--- config.mk ---
export PLATFORM = sky130hd
export DESIGN_NAME = glb_dma_bridge
export DESIGN_NICKNAME = d
export VERILOG_FILES = /design/src/rtl/glb_dma_pkg.sv /design/src/rtl/sync_fifo.sv /design/src/rtl/glb_dma_bridge.sv
export SDC_FILE = /design/constraint.sdc
export NUM_CORES = 1
export LEC_CHECK = 0
export ABC_CLOCK_PERIOD_IN_PS = 4590
export CAP_MARGIN = 40
export CORE_ASPECT_RATIO = 1.25
export CORE_MARGIN = 5
export CORE_UTILIZATION = 30
export DETAILED_ROUTE_END_ITERATION = 8
export MAX_ROUTING_LAYER = met4
export PLACE_DENSITY = 0.65
export SLEW_MARGIN = 20
export SYNTH_ARGS = -nofsm -noshare
export SYNTH_HDL_FRONTEND = slang
export SYNTH_SLANG_ARGS = --single-unit
export TNS_END_PERCENT = 1
--- constraint.sdc ---
create_clock -name clk -period 4.59 [get_ports clk]
set_clock_uncertainty 0.15 [all_clocks]
set_input_delay 0.918 -clock clk [delete_from_list [all_inputs] [get_ports clk]]
set_output_delay 0.918 -clock clk [all_outputs]
set_load 0.05 [all_outputs]
--- src/rtl/glb_dma_pkg.sv ---
// glb_dma_pkg: shared FSM encodings and address stride for the GLB DMA bridge.
package glb_dma_pkg;

    localparam logic [1:0] RD_IDLE  = 2'd0;
    localparam logic [1:0] RD_FETCH = 2'd1;
    localparam logic [1:0] RD_DRAIN = 2'd2;

    localparam logic [1:0] WR_IDLE   = 2'd0;
    localparam logic [1:0] WR_ACCEPT = 2'd1;
    localparam logic [1:0] WR_RMW    = 2'd2;

    localparam int ADDR_STRIDE = 4;

endpackage

--- src/rtl/sync_fifo.sv ---
// sync_fifo: power-of-two depth FIFO with occupancy count; storage is not reset, only pointers/count.
module sync_fifo #(
    parameter int WIDTH = 32,
    parameter int DEPTH = 4
) (
    input  logic                     clk,
    input  logic                     rst,
    input  logic                     push,
    input  logic                     pop,
    input  logic [WIDTH-1:0]         din,
    output logic [WIDTH-1:0]         dout,
    output logic                     full,
    output logic                     empty,
    output logic [$clog2(DEPTH):0]   count
);
    localparam int AW = $clog2(DEPTH);
    localparam int CW = AW + 1;

    logic [WIDTH-1:0] mem_q [DEPTH];
    logic [AW-1:0]    wptr_q, rptr_q;
    logic [CW-1:0]    count_q;
    logic             push_en, pop_en;

    assign push_en = push && !full;
    assign pop_en  = pop && !empty;
    assign dout    = mem_q[rptr_q];
    assign full    = count_q == CW'(DEPTH);
    assign empty   = count_q == '0;
    assign count   = count_q;

    always_ff @(posedge clk or posedge rst) begin
        if (rst) begin
            wptr_q  <= '0;
            rptr_q  <= '0;
            count_q <= '0;
        end else begin
            wptr_q  <= push_en ? wptr_q + AW'(1) : wptr_q;
            rptr_q  <= pop_en ? rptr_q + AW'(1) : rptr_q;
            count_q <= count_q + CW'(push_en) - CW'(pop_en);
        end
    end

    always_ff @(posedge clk) begin
        if (push_en) mem_q[wptr_q] <= din;
    end

endmodule

--- src/rtl/glb_dma_bridge.sv ---
// glb_dma_bridge: moves words between global-buffer BRAMs and the NoC; a prefetching read
// channel with a small FIFO and an independent write channel with optional accumulate (RMW).
module glb_dma_bridge import glb_dma_pkg::*; #(
    parameter int ADDRESS_BITWIDTH = 32,
    parameter int DATA_BITWIDTH    = 32,
    parameter int NUM_DST          = 3,
    parameter int FIFO_DEPTH       = 4,
    parameter int LEN_BITWIDTH     = 16
) (
    input  logic                        clk,
    input  logic                        rst,
    input  logic                        rd_start,
    input  logic [$clog2(NUM_DST)-1:0]  rd_dst,
    input  logic [ADDRESS_BITWIDTH-1:0] rd_base,
    input  logic [LEN_BITWIDTH-1:0]     rd_len,
    output logic                        rd_busy,
    output logic                        rd_done,
    output logic [ADDRESS_BITWIDTH-1:0] IARG_address,
    output logic                        IARG_e,
    output logic [3:0]                  IARG_we,
    output logic [DATA_BITWIDTH-1:0]    IARG_wdata,
    input  logic [DATA_BITWIDTH-1:0]    IARG_rdata,
    output logic [NUM_DST-1:0]          dst_enable,
    input  logic [NUM_DST-1:0]          dst_ready,
    output logic [DATA_BITWIDTH-1:0]    dst_value,
    input  logic                        wr_start,
    input  logic                        wr_acc,
    input  logic [ADDRESS_BITWIDTH-1:0] wr_base,
    input  logic [LEN_BITWIDTH-1:0]     wr_len,
    output logic                        wr_busy,
    output logic                        wr_done,
    input  logic                        opsum_enable,
    output logic                        opsum_ready,
    input  logic [DATA_BITWIDTH-1:0]    opsum_value,
    output logic [ADDRESS_BITWIDTH-1:0] OARG_address,
    output logic                        OARG_e,
    output logic [3:0]                  OARG_we,
    output logic [DATA_BITWIDTH-1:0]    OARG_wdata,
    input  logic [DATA_BITWIDTH-1:0]    OARG_rdata
);
    localparam int CW = $clog2(FIFO_DEPTH) + 1;
    localparam logic [ADDRESS_BITWIDTH-1:0] STRIDE = ADDRESS_BITWIDTH'(ADDR_STRIDE);
    localparam logic [LEN_BITWIDTH-1:0]     ONE    = LEN_BITWIDTH'(1);

    logic [1:0]                  rd_state_q, rd_state_d;
    logic [$clog2(NUM_DST)-1:0]  dst_q, dst_d;
    logic [ADDRESS_BITWIDTH-1:0] raddr_q, raddr_d;
    logic [LEN_BITWIDTH-1:0]     rleft_q, rleft_d;
    logic                        inflight_q, issue, pop;
    logic                        fifo_full, fifo_empty;
    logic [CW-1:0]               fifo_count;
    logic [DATA_BITWIDTH-1:0]    fifo_head;

    // Returned BRAM data is pushed unconditionally; issue throttling guarantees room.
    sync_fifo #(.WIDTH(DATA_BITWIDTH), .DEPTH(FIFO_DEPTH)) u_fifo (
        .clk   (clk),
        .rst   (rst),
        .push  (inflight_q),
        .pop   (pop),
        .din   (IARG_rdata),
        .dout  (fifo_head),
        .full  (fifo_full),
        .empty (fifo_empty),
        .count (fifo_count)
    );

    assign issue        = rd_state_q == RD_FETCH && rleft_q != '0 && !fifo_full
                          && fifo_count + CW'(inflight_q) < CW'(FIFO_DEPTH);
    assign rd_done      = rd_state_q != RD_IDLE && rleft_q == '0 && !inflight_q && fifo_empty;
    assign rd_busy      = rd_state_q != RD_IDLE;
    assign dst_enable   = fifo_empty ? '0 : NUM_DST'(1) << dst_q;
    assign dst_value    = fifo_empty ? '0 : fifo_head;
    assign pop          = |(dst_enable & dst_ready);
    assign IARG_e       = issue;
    assign IARG_address = raddr_q;
    assign IARG_we      = 4'h0;
    assign IARG_wdata   = '0;

    always_comb begin
        rd_state_d = rd_state_q;
        dst_d      = dst_q;
        raddr_d    = raddr_q;
        rleft_d    = rleft_q;
        if (rd_state_q == RD_IDLE) begin
            rd_state_d = rd_start ? RD_FETCH : RD_IDLE;
            dst_d      = rd_start ? rd_dst : dst_q;
            raddr_d    = rd_start ? rd_base : raddr_q;
            rleft_d    = rd_start ? rd_len : rleft_q;
        end else if (rd_done) begin
            rd_state_d = RD_IDLE;
        end else if (issue) begin
            raddr_d    = raddr_q + STRIDE;
            rleft_d    = rleft_q - ONE;
            rd_state_d = rleft_q == ONE ? RD_DRAIN : RD_FETCH;
        end
    end

    always_ff @(posedge clk or posedge rst) begin
        if (rst) begin
            rd_state_q <= RD_IDLE;
            dst_q      <= '0;
            raddr_q    <= '0;
            rleft_q    <= '0;
            inflight_q <= 1'b0;
        end else begin
            rd_state_q <= rd_state_d;
            dst_q      <= dst_d;
            raddr_q    <= raddr_d;
            rleft_q    <= rleft_d;
            inflight_q <= issue;
        end
    end

    logic [1:0]                  wr_state_q, wr_state_d;
    logic                        acc_q, acc_d, wdone_q, wdone_d;
    logic [ADDRESS_BITWIDTH-1:0] waddr_q, waddr_d;
    logic [LEN_BITWIDTH-1:0]     wleft_q, wleft_d;
    logic [DATA_BITWIDTH-1:0]    val_q, val_d;
    logic                        accept, rmw, hs, commit;

    assign accept       = wr_state_q == WR_ACCEPT;
    assign rmw          = wr_state_q == WR_RMW;
    assign opsum_ready  = accept && wleft_q != '0;
    assign hs           = opsum_ready && opsum_enable;
    assign commit       = (hs && !acc_q) || rmw;
    assign OARG_e       = hs || rmw;
    assign OARG_we      = commit ? 4'hF : 4'h0;
    assign OARG_wdata   = rmw ? val_q + OARG_rdata : commit ? opsum_value : '0;
    assign OARG_address = waddr_q;
    assign wr_done      = wdone_q || (accept && wleft_q == '0);
    assign wr_busy      = wr_state_q != WR_IDLE;

    always_comb begin
        wr_state_d = wr_state_q;
        acc_d      = acc_q;
        waddr_d    = waddr_q;
        wleft_d    = wleft_q;
        val_d      = val_q;
        wdone_d    = 1'b0;
        if (wr_state_q == WR_IDLE) begin
            wr_state_d = wr_start ? WR_ACCEPT : WR_IDLE;
            acc_d      = wr_start ? wr_acc : acc_q;
            waddr_d    = wr_start ? wr_base : waddr_q;
            wleft_d    = wr_start ? wr_len : wleft_q;
        end else if (accept && wleft_q == '0) begin
            wr_state_d = WR_IDLE;
        end else if (hs && acc_q) begin
            val_d      = opsum_value;
            wr_state_d = WR_RMW;
        end else if (commit) begin
            waddr_d    = waddr_q + STRIDE;
            wleft_d    = wleft_q - ONE;
            wr_state_d = wleft_q == ONE ? WR_IDLE : WR_ACCEPT;
            wdone_d    = wleft_q == ONE;
        end
    end

    always_ff @(posedge clk or posedge rst) begin
        if (rst) begin
            wr_state_q <= WR_IDLE;
            acc_q      <= 1'b0;
            waddr_q    <= '0;
            wleft_q    <= '0;
            val_q      <= '0;
            wdone_q    <= 1'b0;
        end else begin
            wr_state_q <= wr_state_d;
            acc_q      <= acc_d;
            waddr_q    <= waddr_d;
            wleft_q    <= wleft_d;
            val_q      <= val_d;
            wdone_q    <= wdone_d;
        end
    end

endmodule

==> results.tsv <==
stage	metric	value	unit
global_route	grtUsageTotal	0.174	
timing	worstMarginPinSlew	812	ps
drt	routed.top_layer	met4	
cells_and_area	syn2layout_area_growth	39.2	%
timing	slew_viol_final	0	
synth	syn_area_per_cell	10.2	sq um
clock_network	cts_buffers	30	
drt	wl_met1	19400	microns
cells_and_area	fin_cells	2510	
worst_setup_path	critPathArrivalTime	3500	ps
clock_network	insertion_delay	580	ps
timing	final-hold-violation-count	0	
timing	fin_crit	4570	ps
synth	synth-edff-count	128	
clock_network	htree_levels	1	
drt	drtIter0Drc	742	
placed_design	numPlacedInstances	2441	
power_and_ir_drop	p_per_area	771	nW/um^2
timing	grt_setup_unrepaired	yes	
drt	wl_per_cell	19.6	microns
worst_setup_path	worst-endpoint-required	3520	ps
timing	final-setup-viol-count	0	
floorplan	rows	91	
clock_network	path_clk_slew	60	ps
placed_design	dpl.hpwl	36400	microns
global_route	grt_pass1_wl	74900	microns
worst_setup_path	critPathKind	input port to output pin	
worst_setup_path	cp_max_fo	6	
placed_design	port_buffers	344	
power_and_ir_drop	vdd_ir_drop_max	0.420	mV
drt	dr_wl_met3	3780	microns
floorplan	dieArea	54700	sq um
cells_and_area	nets	2076	
worst_setup_path	end_kind	output pin	
worst_setup_path	ff2ff_setup_slack	1470	ps
drt	ant_nets	0	
global_route	grt_pass1_vias	13000	
clock_network	clkSinkCount	272	
clock_network	cts_tree	yes	
synth	synthArstFlopShare	0.529	
floorplan	ioPinCount	381	
synth	yosys_warnings	0	
clock_network	cts-root-buf	clkbuf_16	
timing	max_freq	219	MHz
drt	vias	12900	
floorplan	core	49400	sq um
placed_design	gp_congestion	0.917	
cells_and_area	drive_gt1_frac	0.157	
global_route	antenna_found_initial	8	
synth	ys_ff_latch	272	
timing	final_min_period_over_clock_period	0.995	
synth	netlist_area	15000	sq um
worst_hold_path	hp-class	flip-flop to flip-flop	
timing	slew_headroom	0.459	
drt	drc_errors	0	
power_and_ir_drop	leakage	7.94	nW
run	cap_violations	0	
floorplan	chipHeight	260	microns
status	status	finished clean	
synth	synth-main-ff-cell	dfrtp_1	
global_route	grt_max_degree	91	
timing	tns	0	ps
synth	ys_seq_area_frac	0.496	
drt	firstDrtPassIters	5	
drt	dr_wl_met2	24500	microns
clock_network	cts_hold_buffers	0	
floorplan	start_util	0.304	
drt	avgViaCountPerCell	5.16	
synth	syn_inst	1466	
floorplan	die_w	210	microns
global_route	grt_overflow_total	0	
synth	ys_types	72	
drt	wl	49100	microns
clock_network	clockBufferDepth	3	
worst_setup_path	cp-start-kind	input port	
[what timing repair did]
action                                  in CTS  in global routing
gates cloned                                 0                  1
buffers inserted                             0                  3
pin swaps                                    2                 15
gates resized for setup                     17                 43
endpoints found under the setup margin      20                 22
[registers in the layout, indices dropped and copies added (netlist names)]
signal and flops:
u_fifo.mem_q 128, acc_q 1, wdone_q 1, inflight_q 1, IARG_address 32, val_q 32, wleft_q 16, u_fifo.wptr_q 2
rleft_q 16, dst_q 2, OARG_address 32, u_fifo.rptr_q 2, wr_state_q 2, u_fifo.count 3, rd_state_q 2
[logic make-up (layout without fill, tap and decap cells)]
| logic type | after synthesis | count (layout) | synth area share |
|---|---|---|---|
| AO/OA/AOI/OAI | 426 | 426 | 0.165 |
| XOR/XNOR | 29 | 29 | 0.0169 |
| adder cells (fa/ha/maj) | 47 | 47 | 0.0402 |
| buffers and inverters | 154 | 502 | 0.0527 |
| flip-flops | 272 | 272 | 0.496 |
| multiplexers | 72 | 72 | 0.0778 |
| other | 1 | 45 | 0.000250 |
| AND/OR/NAND/NOR | 465 | 466 | 0.151 |
[worst max-delay path, cell delays in order]
cell and delay [ps]:
clkdlybuf4s50_1 420, ha_2 390, nand4_1 150, nor2_1 170, a311oi_2 60, buf_4 150, a211o_1 360, a31oi_1 330
xnor2_1 160, o21ai_0 90, buf_4 160, buf_12 140
[path summary, 6_finish.rpt]
check | from | endpoint | cells after the start
worst max register to register | wleft_q[4] | wleft_q[8] | 7
max in group asynchronous | rst | val_q[24] | 4
min in group asynchronous | rst | val_q[18] | 2
worst min register to register | rleft_q[15] | rleft_q[15] | 2
worst max-delay path | OARG_rdata[9] | OARG_wdata[31] | 12
worst min-delay path | rleft_q[15] | rleft_q[15] | 2
[placed cells by master (no fill, tap or decap), types with 10 or more instances in the layout]
master	instances
a21o_1	10
a21oi_1	159
a31oi_1	18
and3_1	19
buf_12	28
buf_4	73
clkbuf_16	30
clkdlybuf4s50_1	306
conb_1	36
dfrtp_1	142
edfxtp_1	128
ha_1	33
inv_1	26
mux2_2	38
mux4_2	32
nand2_1	134
nand3_1	49
nand4_1	24
nor2_1	96
nor2b_1	37
nor3_1	34
nor4_1	10
o21ai_0	119
o22ai_1	28
xnor2_1	15
xor2_1	13
[layer usage]
| metal | GRT usage | vias to the layer above |
|---|---|---|
| met3 | 0.0404 | 95 |
| li1 | - | 6109 |
| met2 | 0.297 | 467 |
| met4 | 0.0513 | 0 |
| met1 | 0.207 | 6274 |
| met5 | - | - |
[power by group]
| group | total, mW | switching [mW] | leakage, nW | internal, mW |
|---|---|---|---|---|
| clock network | 2.49 | 1.05 | 0.481 | 1.44 |
| logic | 9.38 | 5.80 | 4.62 | 3.58 |
| registers | 4.24 | 0.759 | 2.84 | 3.48 |
[Yosys cell counts (5+ instances only)]
| cell | n | area [sq um] |
|---|---|---|
| a21oi_1 | 166 | 831 |
| dfrtp_1 | 144 | 3600 |
| nand2_1 | 134 | 503 |
| edfxtp_1 | 128 | 3840 |
| o21ai_0 | 126 | 631 |
| nor2_1 | 100 | 375 |
| clkbuf_1 | 62 | 233 |
| nand3_1 | 53 | 265 |
| buf_4 | 45 | 338 |
| ha_1 | 45 | 563 |
| mux2_2 | 38 | 428 |
| nor2b_1 | 37 | 231 |
| nor3_1 | 36 | 180 |
| mux4_2 | 32 | 721 |
| inv_1 | 28 | 105 |
| o22ai_1 | 28 | 175 |
| nand4_1 | 24 | 150 |
| a31oi_1 | 19 | 119 |
| and3_1 | 19 | 119 |
| xnor2_1 | 15 | 131 |
| xor2_1 | 14 | 123 |
| buf_2 | 11 | 55.1 |
| a21o_1 | 10 | 75.1 |
| nor4_1 | 10 | 62.6 |
| or2_2 | 9 | 56.3 |
| and2_1 | 8 | 50.1 |
| o21a_1 | 8 | 60.1 |
| a22oi_1 | 7 | 52.6 |
| o211ai_1 | 7 | 52.6 |
| or4_1 | 7 | 52.6 |
| o21bai_1 | 6 | 45.0 |
| o31ai_1 | 6 | 45.0 |
| o22a_1 | 5 | 43.8 |
| or3_1 | 5 | 31.3 |
[metrics by stage]
| step | hold slack, ps | power (mW) | worst slack, ps | utilization | area [sq um] |
|---|---|---|---|---|---|
| after floorplan | 299 | 10.2 | -344 | - | 15200 |
| after global placement | 315 | 13.3 | -187 | 0.395 | 19500 |
| after detailed placement | 332 | 13.5 | -245 | 0.396 | 19600 |
| after CTS | 346 | 16.1 | -172 | 0.418 | 20700 |
| after global routing | 378 | 17.1 | -56.3 | 0.423 | 20900 |
| final | 344 | 16.1 | 21.8 | 0.423 | 20900 |
[area by class of cell]
class                      instances  area [sq um]
antenna                            9          22.5
clock buffer                      35           769
clock inverter                    21           249
fill                            4674         28500
inverter                          29           114
multi-input combinational       1076          7190
sequential                       272          7450
tap                              651           815
timing repair buffer             417          4300
(Power assumes the default switching activity.)
